--- config.mk ---
export PLATFORM = sky130hd
export DESIGN_NAME = fp_normalizer
export DESIGN_NICKNAME = d
export VERILOG_FILES = /design/src/rtl/fp_pkg.sv /design/src/rtl/fp_lzc.sv /design/src/rtl/fp_normalizer.sv
export SDC_FILE = /design/constraint.sdc
export NUM_CORES = 1
export LEC_CHECK = 0
export BUFFER_PORTS_ARGS = -buffer_cell sky130_fd_sc_hd__buf_2
export CAP_MARGIN = 10
export CORE_UTILIZATION = 50
export CTS_CLUSTER_DIAMETER = 200
export DETAILED_ROUTE_END_ITERATION = 10
export PLACE_DENSITY = 0.79
export RECOVER_POWER = 50
export SYNTH_ARGS = -nofsm -noshare
export SYNTH_HDL_FRONTEND = slang
export SYNTH_HIERARCHICAL = 1
export SYNTH_SLANG_ARGS = --single-unit
export TNS_END_PERCENT = 100
--- constraint.sdc ---
create_clock -name clk -period 3.9 [get_ports clk]
set_clock_uncertainty 0.15 [all_clocks]
set_input_delay 0.39 -clock clk [delete_from_list [all_inputs] [get_ports clk]]
set_output_delay 0.39 -clock clk [all_outputs]
set_load 0.005 [all_outputs]
--- src/rtl/fp_pkg.sv ---
// Shared floating-point definitions: default operand widths, normalizer
// FSM state encoding and the {sign, exp, frac} operand bundle used by fp_adder.
package fp_pkg;

    localparam int FP_EXP_W  = 4;
    localparam int FP_FRAC_W = 8;

    typedef enum logic [1:0] {
        IDLE  = 2'b00,
        SHIFT = 2'b01,
        DONE  = 2'b10
    } norm_state_e;

    typedef struct packed {
        logic                 sign;
        logic [FP_EXP_W-1:0]  exp;
        logic [FP_FRAC_W-1:0] frac;
    } fp_op_t;

endpackage

--- src/rtl/fp_lzc.sv ---
// Combinational leading-zero counter over the fraction.
// Ports: frac (FRAC_W) in; lz (clog2(FRAC_W+1)) out, equals FRAC_W for frac==0.
module fp_lzc
    import fp_pkg::*;
#(
    parameter int FRAC_W = FP_FRAC_W,
    parameter int LZ_W   = $clog2(FRAC_W + 1)
) (
    input  logic [FRAC_W-1:0] frac,
    output logic [LZ_W-1:0]   lz
);

    logic found;

    always_comb begin
        lz    = '0;
        found = 1'b0;
        for (int i = FRAC_W - 1; i >= 0; i--) begin
            if (!found) begin
                if (frac[i]) begin
                    found = 1'b1;
                end else begin
                    lz = lz + LZ_W'(1);
                end
            end
        end
    end

endmodule

--- src/rtl/fp_normalizer.sv ---
// Pre-normalizer feeding fp_adder: shifts the fraction until its MSB is 1,
// decrementing the exponent per shift; flags exact zero and underflow flush.
// Ports: clk, reset_n (async active-low); in_valid/in_ready with sign_in,
// exp_in, frac_in; out_valid/out_ready with sign_out, exp_out, frac_out,
// zero, underflow.
// Build option: define FP_NORM_FAST_EN to resolve SHIFT in one cycle with a
// leading-zero counter instead of shifting one bit per cycle.
module fp_normalizer
    import fp_pkg::*;
#(
    parameter int EXP_W  = FP_EXP_W,
    parameter int FRAC_W = FP_FRAC_W
) (
    input  logic              clk,
    input  logic              reset_n,
    input  logic              in_valid,
    output logic              in_ready,
    input  logic              sign_in,
    input  logic [EXP_W-1:0]  exp_in,
    input  logic [FRAC_W-1:0] frac_in,
    output logic              out_valid,
    input  logic              out_ready,
    output logic              sign_out,
    output logic [EXP_W-1:0]  exp_out,
    output logic [FRAC_W-1:0] frac_out,
    output logic              zero,
    output logic              underflow
);

    norm_state_e       state_q, state_d;
    logic              sign_q, sign_d;
    logic [EXP_W-1:0]  exp_q, exp_d;
    logic [FRAC_W-1:0] frac_q, frac_d;
    logic              zero_q, zero_d;
    logic              uf_q, uf_d;
    logic              in_ready_q, in_ready_d;
    logic              out_valid_q, out_valid_d;

`ifdef FP_NORM_FAST_EN
    localparam int LZ_W = $clog2(FRAC_W + 1);
    logic [LZ_W-1:0] lz;

    fp_lzc #(
        .FRAC_W (FRAC_W),
        .LZ_W   (LZ_W)
    ) u_lzc (
        .frac (frac_q),
        .lz   (lz)
    );
`endif

    always_comb begin
        state_d = state_q;
        sign_d  = sign_q;
        exp_d   = exp_q;
        frac_d  = frac_q;
        zero_d  = zero_q;
        uf_d    = uf_q;
        unique case (state_q)
            IDLE: begin
                if (in_valid) begin
                    state_d = SHIFT;
                    sign_d  = sign_in;
                    exp_d   = exp_in;
                    frac_d  = frac_in;
                    zero_d  = 1'b0;
                    uf_d    = 1'b0;
                end
            end
            SHIFT: begin
`ifdef FP_NORM_FAST_EN
                state_d = DONE;
                if (frac_q == '0) begin
                    sign_d = 1'b0;
                    exp_d  = '0;
                    zero_d = 1'b1;
                end else if (int'(lz) > int'(exp_q)) begin
                    // Exponent would go negative: flush to zero.
                    frac_d = '0;
                    exp_d  = '0;
                    sign_d = 1'b0;
                    uf_d   = 1'b1;
                end else begin
                    frac_d = frac_q << lz;
                    exp_d  = exp_q - EXP_W'(lz);
                end
`else
                if (frac_q == '0) begin
                    sign_d  = 1'b0;
                    exp_d   = '0;
                    zero_d  = 1'b1;
                    state_d = DONE;
                end else if (frac_q[FRAC_W-1]) begin
                    state_d = DONE;
                end else if (exp_q == '0) begin
                    frac_d  = '0;
                    sign_d  = 1'b0;
                    uf_d    = 1'b1;
                    state_d = DONE;
                end else begin
                    frac_d = {frac_q[FRAC_W-2:0], 1'b0};
                    exp_d  = exp_q - EXP_W'(1);
                end
`endif
            end
            DONE: begin
                if (out_ready) begin
                    state_d = IDLE;
                end
            end
            default: state_d = IDLE;
        endcase
        in_ready_d  = (state_d == IDLE);
        out_valid_d = (state_d == DONE);
    end

    always_ff @(posedge clk or negedge reset_n) begin
        if (!reset_n) begin
            state_q     <= IDLE;
            sign_q      <= 1'b0;
            exp_q       <= '0;
            frac_q      <= '0;
            zero_q      <= 1'b0;
            uf_q        <= 1'b0;
            in_ready_q  <= 1'b1;
            out_valid_q <= 1'b0;
        end else begin
            state_q     <= state_d;
            sign_q      <= sign_d;
            exp_q       <= exp_d;
            frac_q      <= frac_d;
            zero_q      <= zero_d;
            uf_q        <= uf_d;
            in_ready_q  <= in_ready_d;
            out_valid_q <= out_valid_d;
        end
    end

    assign in_ready  = in_ready_q;
    assign out_valid = out_valid_q;
    assign sign_out  = sign_q;
    assign exp_out   = exp_q;
    assign frac_out  = frac_q;
    assign zero      = zero_q;
    assign underflow = uf_q;

endmodule
# --- Word-level counts from Yosys, hierarchy flattened ---
# Cells that the tools add are included.
totals:
  output_inout_bits: 17
  reg_bits: 19
classes:
  muxes: 28
  reduce_logical: 11
  add_sub_neg: 1
  eq_ne: 11
op_table:
  columns: ["op", "n"]
  rows:
  - ["$mux W8", 4]
  - ["$mux W4", 4]
  - ["$pmux W8 S2", 1]
  - ["$reduce_and A4 Y1", 3]
  - ["$mux W2", 5]
  - ["$ne A2 B2 Y1 const B", 5]
  - ["$mux W1", 9]
  - ["$ne A3 B3 Y1 const B", 3]
  - ["$logic_not A8 Y1", 1]
  - ["$pmux W4 S2", 1]
  - ["$pmux W1 S2", 3]
  - ["$pmux W2 S3", 1]
  - ["$reduce_and A3 Y1", 2]
  - ["$reduce_and A5 Y1", 1]
  - ["$eq A2 B2 Y1 const B", 2]
  - ["$logic_not A2 Y1", 2]
  - ["$logic_not A4 Y1", 1]
  - ["$sub A4 B1 Y4 const B", 1]
  - ["$eq A2 B1 Y1 const B", 1]
  - ["$reduce_bool A2 Y1", 1]

# --- Logic depth before layout (Yosys ltp) ---
depth:
  ltp_word: 6
  mapped_depth: 6

# --- Least setup slack after synthesis ---
# No wires, ideal clock.
synth_timing:
  path_type: "reg2reg"
  start: "register frac_q[1] (netlist: frac_out[1])"
  end: "register frac_q[2] (netlist: frac_out[2])"
  required_ns: 3.625
  period_less_slack_ns: 1.773
  arrival_time_ns: 1.498
  path_buffers: 0
  slack_ns: 2.127
  stages_incl_launch_ff: 5
  setup_ns: 0.125
  path_cell_list: "dfrtp_1 > nor4_2 > nand2_2 > o21ai_4 > mux2_4"
synth_via:
  elab_chain_len: 4
  elab_cells_between_ends: 7
synth_lines:
  columns: ["item", "line_no", "source"]
  rows:
  - ["start, declared", "fp_normalizer.sv:33", "logic [FRAC_W-1:0] frac_q, frac_d;"]
  - ["start signal, assigned", "fp_normalizer.sv:131", "frac_q <= frac_d;"]
  - ["$mux W8", "fp_normalizer.sv:95", "end else if (exp_q == '0) begin"]
  - ["$mux W8", "fp_normalizer.sv:93", "end else if (frac_q[FRAC_W-1]) begin"]
  - ["$mux W8", "fp_normalizer.sv:88", "if (frac_q == '0) begin"]
  - ["$pmux W8 S2", "fp_normalizer.sv:59", "unique case (state_q)"]
# Several ways; a longest one is shown, not always the timed one. The select of a mux whose other input is x is not followed.
# A chain may end at the register's enable or synchronous reset.

# --- Final worst setup path ---
layout_timing:
  start: "register exp_q[0] (netlist: exp_out[0])"
  end: "register frac_q[4] (netlist: frac_out[4])"
layout_via:
  elab_chain_len: 5
layout_lines:
  columns: ["item", "line_no", "source"]
  rows:
  - ["start, declared", "fp_normalizer.sv:32", "logic [EXP_W-1:0] exp_q, exp_d;"]
  - ["start signal, assigned", "fp_normalizer.sv:130", "exp_q <= exp_d;"]
  - ["$logic_not A4 Y1", "fp_normalizer.sv:95", null]
  - ["$mux W8", "fp_normalizer.sv:95", null]
  - ["$mux W8", "fp_normalizer.sv:93", null]
  - ["$mux W8", "fp_normalizer.sv:88", null]
  - ["$pmux W8 S2", "fp_normalizer.sv:59", null]
# Every way passes these cells. The select of a mux whose other input is x is not followed.

==> results by group <==
Run status
  – Status: completed

Timing
  – Final setup fails: 0
  – RSZ-0062 raised after global routing: no
  – Final worst path period need: 2.009 ns
  – Fmax: 0.4977 GHz
  – Period utilization: 51.52%
  – Max-slew violation count: 0
  – Worst-margin pin slew: 1.015 ns
  – Slew HR: 32.36%
  – Setup_tns: 0 ns
  – Final hold vios: 0

Synthesis
  – Syn Nets: 112
  – Synthesized area: 1027 µm²
  – Unique masters post-synth: 37
  – Yosys warns: 6
  – Seq/Total Area, Yosys: 46.41%
  – Synth Instances: 93
  – #FFs+latches synth: 19
  – Post-synth EDFFs: 0
  – Avg Inst Size Synth: 11.05 µm²
  – Main flop type after synthesis: dfrtp_1
  – Post-synth ARST share: 100.0%

Global routing
  – GRT overflow: 0
  – Global-route met1 utilization: 29.83%
  – Met2 Resource Use GR: 36.44%
  – Antenna violations before repair: 0
  – GRT Total Usage: 21.92%
  – First-pass GRT wire length: 3429 µm
  – Largest net degree at the start of global routing: 20
  – M3 GR Usage: 2.308%
  – Layer with the highest usage: met2
  – Vias in the first global route: 762

CTS
  – # H-tree levels: 1
  – Clock-pin slew on the worst setup and hold paths: 0.11 ns
  – Resize count post-CTS: 0
  – Root Buffer: clkbuf_4
  – Clock sink count: 19
  – Worst-skew pair later-pin latency: 0.29 ns
  – CTS max path bufs: 2
  – Num CTS Buffers: 3
  – Setup Buffers After CTS: 0
  – CTS tree: built

Setup path
  – CP Max Fanout: 6
  – CP bufs+invs: 1
  – Worst setup SP type: flop
  – Kind of critical path: flop to flop
  – CP startpoint: exp_out[0]$_DFFE_PN0P_
  – Slowest library cell on the worst path: nor3_1
  – CP Data Arrival Time: 2.10 ns
  – Critical R2R Launch: exp_out[0]$_DFFE_PN0P_
  – Crit-path cells: inv_1, ha_1, nor3b_2, nor3_1, a22o_1, mux2_4
  – Slowest stage delay, CP: 0.53 ns
  – Crit. End Element: flop
  – Largest delay share family, worst path: simple AND/OR/NAND/NOR gates
  – Data required time of the worst path: 3.99 ns

Finish
  – Fillers: 188
  – Footprint of the multi-input gates: 530.5 µm²
  – Sequential Area: 476.7 µm²
  – Finished Cell Area: 1247 µm²
  – Area grow syn2layout: 21.44%
  – Diode count: 0
  – Layout Nets: 149
  – Share of layout cells above drive strength 1: 34.11%
  – Layout Utilization: 64.24%

Hold path
  – Worst hold start: sign_in
  – HP Class: input port to flop

Routing
  – Routed WL per cell: 14.75 µm
  – Initial detailed-routing violation count: 16
  – Mean number of vias per cell: 5.481
  – DRC Markers: 0
  – Initial DRT Pass Iterations: 4
  – Final ANT Viol Nets: 0
  – Final wirelength: 2301 µm
  – Routed via count: 855

Power
  – Share of power burned in registers: 40.5%
  – Internal power: 0.5856 mW
  – VDD IR-drop max: 0.4451 mV
  – Psw: 0.4137 mW
  – Clock share of power: 10.0%
  – Combinational Power Share: 49.5%
  – Power density cells: 801.1 nW/µm²
  – Total Power: 0.9993 mW
  – Leakage: 0.6121 nW
  – Switching share of power: 41.40%

Floorplan
  – Core box area: 1942 µm²
  – Initial Utilization: 52.90%
  – Die height: 47.33 µm
  – Chip width: 47.33 µm
  – I/O pin count: 34
  – Die Area: 2240 µm²
  – Rows: 16

Placement
  – Dpl hpwl: 1749 µm
  – GPL Wtd Cong: 0.7804
  – Area post-placement: 1217 µm²
  – PortBufs: 33

Job
  – Max-Cap Viols: 0
==> routing by layer <==
| layer | vias to the layer above | routed length [µm] |
|---|---|---|
| met4 | 0 | 24 |
| met5 | - | 0 |
| li1 | 417 | - |
| met2 | 27 | 1141 |
| met3 | 4 | 90 |
| met1 | 407 | 1044 |
==> synthesized netlist by cell type, drive strengths merged, types with 2 or more instances <==
| library cell | number | share of area (%) |
|---|---|---|
| a22o | 7 | 6.0 |
| nor4 | 2 | 3.3 |
| nand2b | 3 | 2.6 |
| a21oi | 8 | 4.3 |
| nor2 | 7 | 2.6 |
| mux2 | 5 | 7.3 |
| a21o | 4 | 2.9 |
| inv | 3 | 1.1 |
| nand2 | 9 | 3.5 |
| dfrtp | 18 | 44 |
| o22a | 2 | 1.7 |
| ha | 2 | 2.4 |
| o21ai | 4 | 3.0 |
| nor3 | 2 | 0.97 |
==> power groups by stage <==
stage	sequential [mW]	combinational [mW]	clock, mW
after floorplan	0.389	0.355	0
after global placement	0.399	0.486	0
after detailed placement	0.408	0.500	0
after CTS	0.404	0.504	0.100
after global routing	0.422	0.554	0.108
final	0.405	0.495	0.0999
==> cells by family (layout without fill, tap and decap cells) <==
logic type | count (synthesis) | after routing | synth area share (%)
XOR/XNOR | 1 | 1 | 0.8528
multiplexers | 6 | 6 | 8.282
AO/OA/AOI/OAI | 32 | 32 | 23.39
AND/OR/NAND/NOR | 28 | 28 | 16.69
buffers and inverters | 5 | 41 | 1.948
adder cells (fa/ha/maj) | 2 | 2 | 2.436
flip-flops | 19 | 19 | 46.41
==> layout make-up <==
class | count | area share (%)
Clock buffer | 4 | 2.106
Multi-Input combinational cell | 69 | 42.53
Tap cell | 27 | 2.708
Sequential cell | 19 | 38.21
Inverter | 3 | 0.9027
Timing Repair Buffer | 34 | 13.54
==> metrics by stage <==
stage               std cells  hold WS [ns]  worst slack, ns
global route              156        0.1884            1.790
CTS                       156        0.1752            1.910
finish                    156        0.1680            1.891
global placement          151        0.1967            1.988
detailed placement        151        0.2031            1.937
floorplan                  93      -0.05559            2.127
==> cells in the final DEF, fill, tap and decap left out, types with 2 or more instances in the layout <==
cell	count
inv_1	3
mux2_4	5
a21o_1	4
dfrtp_1	18
clkbuf_1	6
nor2_1	7
nand2b_1	2
nor3_1	2
clkbuf_4	3
o21ai_1	2
o22a_1	2
a22o_1	7
ha_1	2
buf_2	28
nand2_1	8
a21oi_1	7
==> sequential cells by signal, indices dropped and copies added, names as in the netlist <==
signal,count
exp_out,4
frac_out,8
in_ready,1
out_valid,1
sign_out,1
state_q,2
underflow,1
zero,1
==> timing repair <==
item	CTS	global route
endpoints found under the hold margin	18	0
hold buffers	1	0
setup endpoints to repair	0	0
==> worst paths after layout <==
kind / end / slack [ns] / cells past startpoint
max in group asynchronous: frac_out[0]$_DFFE_PN0P_ / 2.37 / 2
max reg2reg: frac_out[4]$_DFFE_PN0P_ / 1.89 / 6
min: sign_out$_DFFE_PN0P_ / 0.17 / 2
max: frac_out[4]$_DFFE_PN0P_ / 1.89 / 6
min in group asynchronous: state_q[0]$_DFF_PN0_ / 0.63 / 2
min reg2reg: sign_out$_DFFE_PN0P_ / 0.36 / 1
Note: power is estimated with default switching activity, not from simulation.
